--- config.mk ---
export PLATFORM = sky130hd
export DESIGN_NAME = uart_tx_fifo
export DESIGN_NICKNAME = d
export VERILOG_FILES = /design/src/rtl/uart_tx_fifo.sv
export SDC_FILE = /design/constraint.sdc
export NUM_CORES = 1
export LEC_CHECK = 0
export BUFFER_PORTS_ARGS = -buffer_cell sky130_fd_sc_hd__buf_2
export CAP_MARGIN = 30
export CORE_ASPECT_RATIO = 0.5
export CORE_MARGIN = 3
export CORE_UTILIZATION = 55
export CTS_CLUSTER_SIZE = 14
export DETAILED_ROUTE_END_ITERATION = 6
export GPL_TIMING_DRIVEN = 0
export PLACE_DENSITY = 0.79
export SETUP_SLACK_MARGIN = 0.5
export SYNTH_ARGS = -nofsm -noshare
export SYNTH_HDL_FRONTEND = slang
export SYNTH_SLANG_ARGS = --single-unit
--- constraint.sdc ---
create_clock -name clk -period 3.1 [get_ports clk]
set_clock_uncertainty 0.05 [all_clocks]
set_input_delay 0.155 -clock clk [delete_from_list [all_inputs] [get_ports clk]]
set_output_delay 0.155 -clock clk [all_outputs]
set_load 0.03 [all_outputs]
--- src/rtl/uart_tx_fifo.sv ---
// Byte-wide UART transmitter (8N1, LSB first) fed through a small circular FIFO.
// Define UART_TX_PARITY_EN to insert an even-parity bit between data and stop (8E1).
module uart_tx_fifo #(
  parameter int CLKS_PER_BIT = 52,
  parameter int FIFO_DEPTH   = 4
) (
  input  logic                          clk,
  input  logic                          resetn,
  input  logic [7:0]                    in_data,
  input  logic                          in_valid,
  output logic                          in_ready,
  output logic                          ser_tx,
  output logic                          busy,
  output logic [$clog2(FIFO_DEPTH):0]   fifo_count
);

  localparam int AW = $clog2(FIFO_DEPTH);
  localparam int CW = $clog2(CLKS_PER_BIT);
  localparam logic [CW-1:0] CNT_RELOAD = CW'(CLKS_PER_BIT - 1);

  typedef enum logic [2:0] {
    S_IDLE,
    S_START,
    S_DATA,
`ifdef UART_TX_PARITY_EN
    S_PARITY,
`endif
    S_STOP
  } state_t;

  state_t        state, state_nxt;
  logic [7:0]    mem [FIFO_DEPTH];
  logic [AW-1:0] wr_ptr, rd_ptr;
  logic [AW:0]   count;
  logic [7:0]    shift, shift_nxt;
  logic [CW-1:0] cnt, cnt_nxt;
  logic [2:0]    idx, idx_nxt;
  logic          ser_nxt;
  logic          push, pop, bit_done;
`ifdef UART_TX_PARITY_EN
  logic          par, par_nxt;
`endif

  assign in_ready   = (count != (AW+1)'(FIFO_DEPTH));
  assign push       = in_valid && in_ready;
  assign bit_done   = (cnt == '0);
  assign busy       = (state != S_IDLE) || (count != '0);
  assign fifo_count = count;

  always_comb begin
    state_nxt = state;
    shift_nxt = shift;
    cnt_nxt   = cnt;
    idx_nxt   = idx;
    ser_nxt   = ser_tx;
    pop       = 1'b0;
`ifdef UART_TX_PARITY_EN
    par_nxt   = par;
`endif
    if (state != S_IDLE)
      cnt_nxt = bit_done ? CNT_RELOAD : cnt - 1'b1;
    case (state)
      S_IDLE: begin
        ser_nxt = 1'b1;
        pop     = (count != '0);
      end
      S_START: begin
        if (bit_done) begin
          ser_nxt   = shift[0];
          shift_nxt = shift >> 1;
          idx_nxt   = 3'd0;
          state_nxt = S_DATA;
        end
      end
      S_DATA: begin
        if (bit_done) begin
          if (idx == 3'd7) begin
`ifdef UART_TX_PARITY_EN
            ser_nxt   = par;
            state_nxt = S_PARITY;
`else
            ser_nxt   = 1'b1;
            state_nxt = S_STOP;
`endif
          end else begin
            ser_nxt   = shift[0];
            shift_nxt = shift >> 1;
            idx_nxt   = idx + 3'd1;
          end
        end
      end
`ifdef UART_TX_PARITY_EN
      S_PARITY: begin
        if (bit_done) begin
          ser_nxt   = 1'b1;
          state_nxt = S_STOP;
        end
      end
`endif
      S_STOP: begin
        if (bit_done) begin
          pop       = (count != '0);
          state_nxt = S_IDLE;
        end
      end
      default: state_nxt = S_IDLE;
    endcase
    // Launching a frame from IDLE or straight out of STOP (no idle gap)
    if (pop) begin
      shift_nxt = mem[rd_ptr];
      ser_nxt   = 1'b0;
      cnt_nxt   = CNT_RELOAD;
      state_nxt = S_START;
`ifdef UART_TX_PARITY_EN
      par_nxt   = ^mem[rd_ptr];
`endif
    end
  end

  always_ff @(posedge clk or negedge resetn) begin
    if (!resetn) begin
      state  <= S_IDLE;
      cnt    <= '0;
      idx    <= '0;
      ser_tx <= 1'b1;
      wr_ptr <= '0;
      rd_ptr <= '0;
      count  <= '0;
    end else begin
      state  <= state_nxt;
      cnt    <= cnt_nxt;
      idx    <= idx_nxt;
      ser_tx <= ser_nxt;
      if (push) wr_ptr <= wr_ptr + 1'b1;
      if (pop)  rd_ptr <= rd_ptr + 1'b1;
      case ({push, pop})
        2'b10:   count <= count + 1'b1;
        2'b01:   count <= count - 1'b1;
        default: count <= count;
      endcase
    end
  end

  // Datapath storage carries no reset; its contents are qualified by the control state
  always_ff @(posedge clk) begin
    if (push) mem[wr_ptr] <= in_data;
    shift <= shift_nxt;
`ifdef UART_TX_PARITY_EN
    par   <= par_nxt;
`endif
  end

endmodule
; Word-level counts from Yosys, hierarchy flattened
; Memory sizes are Yosys's and may differ from the RTL's.
; Cells that the tools add are included.
[word_totals]
ff_bits = 28
latchBits = 0
ramBits = 32
rom_bits = 0
out_inout_bits = 6
word_cells = 73
memories = 1
[mem_list]
columns = name, depth, word_bits, read_ports, rd_ports_with_merged_regs, wr, line_no
row1 = mem, 4, 8, 1, 0, 1, 32  ; logic [7:0] mem [FIFO_DEPTH];
[op_classes]
add_sub_neg = 6
mul = 0
div_mod_pow = 0
n_lt_le_gt_ge = 0
eq_ne = 16
n_shift = 0
n_mux = 27
n_bitwise = 0
n_reduce_logical = 15
[op_table]
columns = op, n
row1 = $mux W8, 4
row2 = $mux W3, 7
row3 = $mux W6, 3
row4 = $ne A3 B3 Y1 const B, 6
row5 = $pmux W8 S2, 1
row6 = $pmux W3 S2, 2
row7 = $pmux W3 S4, 1
row8 = $reduce_bool A3 Y1, 3
row9 = $ne A2 B2 Y1 const B, 4
row10 = $reduce_and A4 Y1, 2
row11 = $mux W1, 7
row12 = $add A3 B1 Y3 const B, 2
row13 = $eq A3 B2 Y1 const B, 2
row14 = $logic_not A6 Y1, 1
row15 = $reduce_bool A2 Y1, 3
row16 = $sub A6 B1 Y6 const B, 1
row17 = $reduce_and A5 Y1, 1
row18 = $add A2 B1 Y2 const B, 2
row19 = $reduce_bool A4 Y1, 1
row20 = $eq A3 B1 Y1 const B, 1
row21 = $eq A3 B3 Y1 const B, 1
row22 = $logic_not A3 Y1, 1
row23 = $pmux W1 S3, 1
row24 = $reduce_and A3 Y1, 1
row25 = other kinds (6), 6

; Longest topological paths before layout
[depth]
word_depth = 5
depth_mapped = 13
ltp_nobuf = 12

; Least setup slack after synthesis
; Ideal clock, no wire load.
[synth_path]
path_type = register -> register
startpoint = register cnt[0]
endpoint = register count[2] (netlist: fifo_count[2])
setup_ps = 80
arrival_time_ps = 2437
t_required_ps = 2970
setup_slack_ps = 532
stages_incl_launch_ff = 14
n_path_buf = 1
period_less_slack_ps = 2568
cell_sequence = dfrtp_1 inv_1 ha_1 or2b_2 nor3_4 o21ai_4 inv_6 buf_12 ha_1 inv_1 fa_1 xor2_1 nor2_1 xor2_1
[synth_between]
elab_chain_cells = 5
word_cells_on_any_way = 7
cone_classes = eq/ne: 2 / mux: 3 / reduce/logical: 2
[synth_lines]
columns = element, line_no
row1 = "start, declared", 36  ; logic [CW-1:0] cnt, cnt_nxt;
row2 = "start signal, assigned", 131  ; cnt <= cnt_nxt;
row3 = $logic_not A6 Y1 *, 46  ; assign bit_done = (cnt == '0);
row4 = $mux W1 *, 101  ; if (bit_done) begin
row5 = $pmux W1 S2 *, 62  ; case (state)
row6 = named net pop, 39  ; logic push, pop, bit_done;
row7 = $eq A2 B1 Y1 / $eq A2 B2 Y1 (equally long branches), 136  ; case ({push, pop})
row8 = $pmux W3 S2 / $reduce_bool A2 Y1 (equally long branches), n/a
row9 = "end signal, assigned", 137  ; 2'b10: count <= count + 1'b1;
row10 = "end signal, assigned", 138  ; 2'b01: count <= count - 1'b1;
row11 = "end signal, assigned", 139  ; default: count <= count;
row12 = "end, declared", 34  ; logic [AW:0] count;
; The timed path passes the listed nets; every way through them passes the cells marked *.
; A chain may end at the register's enable or synchronous reset.

; Worst setup path after layout
; Same ends and word-level chain as after synthesis.

==> reports/results.ini <==
[synthesis]
yosys-top-cells-count = 40 x edfxtp_1, 18 x dfrtp_1, 13 x inv_1
synth.most_common_cell = edfxtp_1
synth_cell_type_count = 41
synth-warning-count = 0
syn_area_um2 = 2720
synth_fp_nets = 205
synth_cells = 181
synth_top_area_cell = edfxtp_1
synth_edf_count = 40
synth_area_leaders = edfxtp_1 44%, dfrtp_1 17%, mux4_2 6.6%, ha_1 5.5%, mux2_2 3.3%
synthFlopType = edfxtp_1
async_flop_share = 0.322
syn_avg_cell_area_um2 = 15.0
synth_top_cell_area_share = 0.442
synth_seq_cells = 59
ys_seq_area_frac = 0.617

[grt]
grt_max_degree = 20
antenna_found_initial = 0
grt_use_total = 0.191
grt.overflow.total = 0
grt_pass1_wl_um = 8290
grt_pass1_vias = 1653

[timing]
period_minus_slack_ns = 2.61
relSlewSlack = 0.458
worst_pin_slew_ns = 0.813
setup_ws_ns = 0.486
finalSetupViolations = 0
grt_setup_unrepaired = yes
setup_tns_ns = 0
fin_crit_sh = 0.843
drv_slew = 0
hold_viol = 0
fmax_mhz = 383

[detailed_routing]
viasPerCell = 5.54
wl_um = 4900
drt-initial-drc-count = 100
dr.pass1.iters = 5
route.detailed.drc = 0
vias = 1634
post_drt_wl_per_cell_um = 16.6
antenna_left = 0

[layout]
final_util = 0.710
nFillCells = 287
syn_to_final_growth_pct = 19.4
fin_nets = 248
layout-drive-gt1-share = 0.314
diodes = 0

[placement]
hpwl_um = 3110
dp_slack_ns = 0.333
gp_congestion = 0.731
io_buffers = 16

[clocking]
ctsLongestPathBuffers = 2
numCtsBuffers = 9
cts.reportedPaths.clkPinSlew_ns = 0.07
root_buffer = clkbuf_8
clk-insertion-delay-late_ns = 0.33
cts-htree-levels = 3
clock-sinks = 59
cts_tree = done

[critical_path]
start_kind = flip-flop
rrSetupSlack_ns = 0.49
critPathMaxFanout = 10
r2r-start = cnt[0]$_DFFE_PN0P_
cp-end-kind = flip-flop
worstReg2RegEnd = fifo_count[2]$_DFFE_PN0P_
required_ns = 3.30
path_class = reg2reg
reg2reg_depth = 13
critPathArrivalTime_ns = 2.82

[power_and_ir_drop]
ir_drop_uv = 450
power.leakage_nw = 1.26
powerDensity_nw_per_um2 = 1050

[hold_path]
holdPathEnd = wr_ptr[0]$_DFFE_PN0P_
whs_path_depth = 3
hp-start = in_valid
min_path_type = in2reg

[die]
num_io_pins = 17
num_rows = 17
die_y_um = 55.7
initial_core_util = 0.595
dieWidth_um = 105
core_um2 = 4570
die-area_um2 = 5880

[job]
maxCapViolations = 0

[status]
outcome = finished clean

## final cells by class
type / count / area [µm²] / share of cell area
well taps: 66 / 82.6 / 0.0254
multi-input cells: 103 / 975 / 0.300
flip-flops and latches: 59 / 1680 / 0.517
inverters: 14 / 57.6 / 0.0177
clock buffers: 9 / 124 / 0.0381
clock inverters: 7 / 76.3 / 0.0235
repair buffers: 32 / 220 / 0.0678
plain buffers: 5 / 35.0 / 0.0108
## per-stage QoR
step                total power, mW  std cells  hold slack (ns)  area, µm²
floorplan                      2.31        181           -0.191       2720
global placement               2.54        263           0.0666       2880
detailed placement             2.62        264           0.0700       2890
CTS                            3.36        291            0.195       3200
global route                   3.65        295            0.213       3250
finish                         3.40        295            0.215       3250
## report_power, final
| part | total, mW | internal, mW | switching (mW) |
|---|---|---|---|
| registers | 1.27 | 1.15 | 0.121 |
| logic | 1.44 | 0.662 | 0.780 |
| clock network | 0.689 | 0.374 | 0.314 |
## timing repair
| action | CTS | global route |
|---|---|---|
| buffers inserted | 2 | 4 |
| resized for setup | 3 | 6 |
| hold endpoints to repair | 50 | 0 |
| hold buffers | 9 | 0 |
| pin swaps | 2 | 3 |
| setup endpoints to repair | 2 | 9 |
## cells by family after synthesis
| family | Yosys count | synth area share |
|---|---|---|
| AND/OR/NAND/NOR | 37 | 0.0750 |
| buffers and inverters | 19 | 0.0340 |
| AO/OA/AOI/OAI | 29 | 0.0842 |
| flip-flops | 59 | 0.617 |
| XOR/XNOR | 7 | 0.0225 |
| adder cells (fa/ha/maj) | 13 | 0.0626 |
| multiplexers | 17 | 0.105 |
## worst max-delay path: stages (launching register included)
cell	delay (ns)
dfrtp_1	0.41
inv_1	0.08
ha_2	0.18
or2b_4	0.29
nor3_4	0.25
o21ai_4	0.13
clkinv_4	0.08
buf_12	0.13
ha_4	0.13
inv_1	0.05
fa_2	0.34
xor2_1	0.14
nor2_1	0.12
xor2_1	0.17
## sequential cells by signal (all words and copies together), names as in the netlist
register / cells
shift: 8
state: 2
cnt: 6
mem: 32
rd_ptr: 2
wr_ptr: 2
fifo_count: 3
idx: 3
ser_tx: 1
## cells in the final DEF, fill, tap and decap left out, drive strengths merged, types with 2 or more instances in the layout
cell type	n
a21oi	2
a22o	4
a311o	2
and2	3
and3	4
buf	25
clkbuf	12
clkinv	4
clkinvlp	2
dfrtp	18
dlygate4sd3	9
edfxtp	40
ha	12
inv	14
mux2	9
mux4	8
nand2	11
nor2	7
nor3	6
o21ai	11
o22ai	3
o31ai	2
xnor2	5
xor2	2
## layer usage
layer | GRT usage | vias to the layer above | part of all wire
li1 | - | 767 | -
met1 | 0.227 | 814 | 0.44
met2 | 0.316 | 47 | 0.50
met3 | 0.0765 | 6 | 0.050
met4 | 0.0692 | 0 | 0.011
met5 | 0 | - | 0
## worst max-delay path by stage
stage          slack [ns]                        end  depth (start not counted)                from
3_3_place_gp         0.28         shift[6]$_DFFE_PP_                          6  cnt[0]$_DFFE_PN0P_
3_5_place_dp         0.33  fifo_count[2]$_DFFE_PN0P_                         13  cnt[0]$_DFFE_PN0P_
6_report             0.49  fifo_count[2]$_DFFE_PN0P_                         13  cnt[0]$_DFFE_PN0P_
2_1_floorplan        0.53  fifo_count[2]$_DFFE_PN0P_                         13  cnt[0]$_DFFE_PN0P_
4_1_cts              0.51  fifo_count[2]$_DFFE_PN0P_                         11  cnt[5]$_DFFE_PN0P_
5_1_grt              0.37  fifo_count[2]$_DFFE_PN0P_                         13  cnt[0]$_DFFE_PN0P_
Note: power is estimated with default switching activity, not from simulation.
